--- src/rtl/serial_add_ctrl_pkg.sv ---
// Shared types and defaults for the bit-serial adder controller.
// The optional SERIAL_ADD_OVF_EN macro is consumed by serial_add_ctrl.sv.
package serial_add_ctrl_pkg;

    typedef enum logic [1:0] {
        IDLE = 2'd0,
        RUN  = 2'd1,
        DONE = 2'd2
    } state_t;

    localparam int DEFAULT_WIDTH = 4;

endpackage

--- src/rtl/serial_add_ctrl_fa_cell.sv ---
// Single 1-bit full adder; the serial datapath reuses this one cell every bit-time.
module fa_cell (
    input  logic a,
    input  logic b,
    input  logic ci,
    output logic s,
    output logic co
);

    assign s  = a ^ b ^ ci;
    assign co = (a & b) | (ci & (a ^ b));

endmodule

--- src/rtl/serial_add_ctrl.sv ---
// Bit-serial adder controller: {cout,sum} = a + b + cin, LSB first, one bit per clock.
// Define SERIAL_ADD_OVF_EN to enable the signed-overflow flag; otherwise ovf is tied to 0.
module serial_add_ctrl
    import serial_add_ctrl_pkg::*;
#(
    parameter int WIDTH = DEFAULT_WIDTH
) (
    input  logic             clk,
    input  logic             resetn,
    input  logic             start,
    input  logic [WIDTH-1:0] a,
    input  logic [WIDTH-1:0] b,
    input  logic             cin,
    output logic             busy,
    output logic             done,
    output logic [WIDTH-1:0] sum,
    output logic             cout,
    output logic             ovf
);

    localparam int CW = $clog2(WIDTH + 1);

    state_t           state_reg, state_next;
    logic [WIDTH-1:0] a_reg, b_reg, sum_reg;
    logic [CW-1:0]    cnt_reg;
    logic             carry_reg, cout_reg;
    logic             fa_s, fa_co;
    logic             last_bit;

    fa_cell u_fa (
        .a  (a_reg[0]),
        .b  (b_reg[0]),
        .ci (carry_reg),
        .s  (fa_s),
        .co (fa_co)
    );

    assign last_bit = (cnt_reg == CW'(WIDTH - 1));

    always_ff @(posedge clk or negedge resetn) begin
        if (!resetn) begin
            state_reg <= IDLE;
        end else begin
            state_reg <= state_next;
        end
    end

    always_comb begin
        state_next = state_reg;
        case (state_reg)
            IDLE:    if (start) state_next = RUN;
            RUN:     if (last_bit) state_next = DONE;
            DONE:    state_next = IDLE;
            default: state_next = IDLE;
        endcase
    end

    // Sum bits enter at the MSB and shift right, so after WIDTH steps the word is aligned.
    always_ff @(posedge clk or negedge resetn) begin
        if (!resetn) begin
            a_reg     <= '0;
            b_reg     <= '0;
            sum_reg   <= '0;
            cnt_reg   <= '0;
            carry_reg <= 1'b0;
            cout_reg  <= 1'b0;
        end else begin
            case (state_reg)
                IDLE: begin
                    if (start) begin
                        a_reg     <= a;
                        b_reg     <= b;
                        carry_reg <= cin;
                        cnt_reg   <= '0;
                    end
                end
                RUN: begin
                    a_reg     <= a_reg >> 1;
                    b_reg     <= b_reg >> 1;
                    sum_reg   <= {fa_s, sum_reg[WIDTH-1:1]};
                    carry_reg <= fa_co;
                    cnt_reg   <= cnt_reg + CW'(1);
                    if (last_bit) cout_reg <= fa_co;
                end
                default: ;
            endcase
        end
    end

`ifdef SERIAL_ADD_OVF_EN
    logic ovf_reg;

    // On the MSB step carry_reg is the carry into the MSB and fa_co the carry out of it.
    always_ff @(posedge clk or negedge resetn) begin
        if (!resetn) begin
            ovf_reg <= 1'b0;
        end else if (state_reg == RUN && last_bit) begin
            ovf_reg <= carry_reg ^ fa_co;
        end
    end

    assign ovf = ovf_reg;
`else
    assign ovf = 1'b0;
`endif

    assign busy = (state_reg != IDLE);
    assign done = (state_reg == DONE);
    assign sum  = sum_reg;
    assign cout = cout_reg;

endmodule

--- config.mk ---
export PLATFORM = sky130hd
export DESIGN_NAME = serial_add_ctrl
export DESIGN_NICKNAME = d
export VERILOG_FILES = /design/src/rtl/serial_add_ctrl_pkg.sv /design/src/rtl/serial_add_ctrl_fa_cell.sv /design/src/rtl/serial_add_ctrl.sv
export SDC_FILE = /design/constraint.sdc
export NUM_CORES = 1
export LEC_CHECK = 0
export BUFFER_PORTS_ARGS = -buffer_cell sky130_fd_sc_hd__clkbuf_2
export CORE_MARGIN = 3
export CORE_UTILIZATION = 54
export CTS_CLUSTER_DIAMETER = 200
export DETAILED_ROUTE_END_ITERATION = 8
export GPL_ROUTABILITY_DRIVEN = 0
export PLACE_DENSITY_LB_ADDON = 0.15
export SYNTH_ARGS = -nofsm -noshare
export SYNTH_HDL_FRONTEND = slang
export SYNTH_SLANG_ARGS = --single-unit
--- constraint.sdc ---
create_clock -name clk -period 2.9 [get_ports clk]
set_input_delay 0.29 -clock clk [delete_from_list [all_inputs] [get_ports clk]]
set_output_delay 0.29 -clock clk [all_outputs]
set_load 0.02 [all_outputs]
# Word level (Yosys, flattened, before mapping)
# Cells that the tools add are included.
[word_totals]
elab_cells = 35
ff_bits = 19
inputBits = 12
out_inout_bits = 8
[classes]
add_sub_neg = 1
muxes = 11
n_bitwise = 5
eq_ne = 5
n_reduce_logical = 6
[op_table]
columns = ["operator", "n"]
rows = [
  ["one-hot mux 4 bit (2 select lines)", 2],
  ["2-to-1 mux 4 bit", 2],
  ["one-hot mux 3 bit (2 select lines)", 1],
  ["AND reduction 2 bit", 3],
  ["2-to-1 mux 2 bit", 2],
  ["!= test 2 bit (second input constant)", 2],
  ["one-hot mux 2 bit (2 select lines)", 1],
  ["nonzero test 2 bit", 2],
  ["adder 3 x 1 -> 3 bit (second input constant)", 1],
  ["== test 3 x 2 -> 1 bit (second input constant)", 1],
  ["2-to-1 mux 3 bit", 1],
  ["AND 1 bit", 2],
  ["== test 2 x 1 -> 1 bit (second input constant)", 1],
  ["== test 2 bit (second input constant)", 1],
  ["zero test 2 bit", 1],
  ["one-hot mux 1 bit (2 select lines)", 1],
  ["XOR 1 bit", 2],
  ["2-to-1 mux 1 bit", 1],
  ["bitwise OR 1 bit", 1],
]

# Logic depth before layout (Yosys ltp)
[depth]
ltp_word = 4
depth_mapped = 5
depth_no_buf = 5

# By module
# From an unflattened synthesis, not the netlist that was laid out.
[unflattened]
cells_unflattened = 73
hier_area_um2 = 954.7
[by_module_without_submodules]
columns = ["mod", "area_each_um2", "seq_area_each_um2", "n_inst", "cells_each"]
rows = [
  ["serial_add_ctrl", 934.6, 475.5, 1, 72],
  ["fa_cell", 20.0, 0.0, 1, 1],
]

# Least setup slack after synthesis
# Ideal clock, no wire load.
[synth_timing]
kind = "register to register"
from = "reg cnt_reg[0]"
to = "reg cout_reg (netlist: cout)"
path_buffers = 0
path_stages_with_launch = 5
arrival_ps = 1164
setup_ps = 127
t_required_ps = 2773
synth_period_minus_slack_ps = 1291
slack_ps = 1609
path_cell_list = "dfrtp_1 > ha_1 > ha_1 > and2_4 > mux2_1"
[synth_between]
elab_chain_len = 2
[synth_rtl]
columns = ["element", "line_no", "source"]
rows = [
  ["start, declared", "serial_add_ctrl.sv:25", "logic [CW-1:0] cnt_reg;"],
  ["start signal, assigned", "serial_add_ctrl.sv:82", "cnt_reg <= cnt_reg + CW'(1);"],
  ["== test 3 x 2 -> 1 bit", "serial_add_ctrl.sv:38", "assign last_bit = (cnt_reg == CW'(WIDTH - 1));"],
  ["AND reduction 2 bit (no line)", "n/a", ""],
  ["end signal, assigned", "serial_add_ctrl.sv:83", "if (last_bit) cout_reg <= fa_co;"],
  ["end, declared", "serial_add_ctrl.sv:26", "logic carry_reg, cout_reg;"],
]
# No other way between the ends.
# A chain may end at the register's enable or synchronous reset.

# Worst setup path in the final report
[layout_timing]
from = "reg state_reg[1]"
to = "out done"
[layout_between]
elab_chain_len = 1
[layout_rtl]
columns = ["element", "line_no", "source"]
rows = [
  ["start, declared", "serial_add_ctrl.sv:23", "state_t state_reg, state_next;"],
  ["start signal, assigned", "serial_add_ctrl.sv:44", "state_reg <= state_next;"],
  ["== test 2 bit", "serial_add_ctrl.sv:108", "assign done = (state_reg == DONE);"],
  ["end, declared", "serial_add_ctrl.sv:15", "output logic done,"],
]
# No other way between the ends.

==> out/metrics.cfg <==
[placed_design]
dpl.hpwl_um=1180
io_buffers=18
dp_worst_setup_slack_ns=1.51
dp.cells=117

[routing]
drt_iter0_markers=22
via_per_inst=5.63
routed-via-count=687
drt_wl_total_um=1690
drt_pass1_iterations=4
detail-route-antenna-nets=0
drc=0
routedWlPerCell_um=13.8

[setup_path]
cpPeakStageDelay_ns=0.52
crit_fanout=11
cp.required_ns=2.61
cp_cell_sequence=clkinv_1, nor2_1, clkbuf_2
rr_worst_depth=3
critPathArrivalTime_ns=1.44
path_class=register to primary output
crit_path_end_kind=primary output
timing.rr.end=cout
cp-start-kind=register
r2r_slack_ns=1.52
critPathSlowestCell=dfrtp_1
r2r_start=state_reg[1]

[logic_synthesis]
syn_inst=88
avgSynthCellArea_um2=9.81
ys_ff_latch=19
synth_cell_types=20
yosysWarnings=0
syn_area_um2=863
synth_seq_area_share_pct=55.1
synth_fp_nets=103

[hold_path]
min_to=b_reg[3]
hold_depth=3
min_from=b[3]
hold_path_class=primary input to register

[power_and_ir_drop]
p_total_mw=1.08
power.leakage_nw=0.478
peakVddDrop_v=0.000630
power_density_mw_per_mm2=1100

[timing]
setup_ws_ns=1.17
hold_viol=0
period_share_pct=59.7
rsz0062_at_grt=false
finalSetupViolCount=0
period_needed_ns=1.73
finalMaxSlewViolations=0
fmax_mhz=577
fin_setup_tns_ns=0
clock_skew_ns=0.00171

[clocking]
cts.root.buffer_cell=clkbuf_4
cts.sink_count=19
cts_max_level=1
post_cts_resize_count=0
tritoncts.num_buffers=3
clockBufferDepth=2
postCtsSetupRepairBufs=0
clkLatencyLatePin_ns=0.29
cts_tree=yes
clkTransAtPathRegs_ns=0.10

[final_layout]
fin_util_pct=70.3
drive_above_1_share_pct=22.4
nFillCells=111
syn2layout_area_growth_pct=13.9
final_nets=123
seqCellArea_um2=475
final_cells=122
layout_common_cells=dfrtp_1 (19), clkbuf_2 (18), nand2_1 (17)
multi_input_area_um2=352
layout_commonest_cell=dfrtp_1
diodes=0

[grt]
grt-ovfl-total=0
grtUsageTotal_pct=17.5
grt_start_max_net_pins=20
antenna_found_initial=0
grt_pass1_vias=615
grt_pass1_wl_um=2600

[floorplanning]
die_height_um=46.0
die-area_mm2=0.00211
die-width_um=46.0
coreArea_mm2=0.00140
initial_core_util_pct=61.7
fp-row-count=13
pin_count=20

[flow_run]
maxCapViolations=0

[run_status]
status=complete, no violations

[worst max-delay path, delay by kind of cell (launching register included)]
kind | cells | cell delay [ns]
buffers and inverters | 2 | 0.47
DFF | 1 | 0.52
and+or+nand+nor | 1 | 0.15
[synth_stat cells, drive strengths merged]
cell type  instances  area (um^2)
clkinv             1         3.75
conb               1         3.75
o21ai              9         45.0
mux2               1         11.3
nand2b             2         12.5
nand2             17         63.8
a21oi              8         40.0
inv                2         7.50
and2               1         8.76
nor2b              2         12.5
fa                 1         20.0
ha                 2         25.0
and2b              1         10.0
nor2               3         11.3
dfrtp             19          475
buf                4         25.0
o22ai             14         87.6
[cell families (layout without fill, tap and decap cells)]
logic type               count (synthesis)  count (layout)  synth area share [%]
flip-flops                              19              19                  55.1
AND/OR/NAND/NOR                         26              26                  13.8
buffers and inverters                    7              26                  4.20
other                                    1               1                 0.434
AO/OA/AOI/OAI                           31              31                  20.0
multiplexers                             1               1                  1.30
adder cells (fa/ha/maj)                  3               3                  5.22
[layer usage]
| metal | vias to the layer above | GRT usage [%] | share of wire (%) |
|---|---|---|---|
| li1 | 345 | - | - |
| met1 | 317 | 23.1 | 48 |
| met2 | 21 | 27.2 | 45 |
| met3 | 4 | 3.56 | 5.7 |
| met4 | 0 | 8.52 | 1.7 |
| met5 | - | 0 | 0 |
[final cells by class]
cell class	instances	share of cell area, %
multi-input combinational	62	35.8
inverter	3	1.15
timing repair buffer	19	10.2
tap	15	1.91
sequential	19	48.3
clock buffer	4	2.67
[metrics by stage]
step / instance area (um^2) / hold WS, ns
2_1_floorplan: 863 / -0.00559
3_3_place_gp: 947 / 0.258
3_5_place_dp: 947 / 0.258
4_1_cts: 983 / 0.232
5_1_grt: 983 / 0.224
6_report: 983 / 0.220
[where the power goes]
part / switching (mW) / total, mW / internal (mW)
sequential: 0.101 / 0.488 / 0.387
clock: 0.0772 / 0.131 / 0.0535
combinational: 0.277 / 0.464 / 0.187
[timing repair]
action,in CTS,in global routing
hold buffers,1,0
hold endpoints to repair,19,0
setup endpoints to repair,0,0
[worst max-delay path by stage]
| stage | to | depth (start not counted) | from |
|---|---|---|---|
| after floorplan | cout | 4 | cnt_reg[0] |
| after global placement | done | 3 | state_reg[1] |
| after detailed placement | done | 3 | state_reg[1] |
| after CTS | done | 3 | state_reg[1] |
| after global routing | done | 3 | state_reg[1] |
| final | done | 3 | state_reg[1] |
No activity file was read; power rests on OpenSTA's default activity.
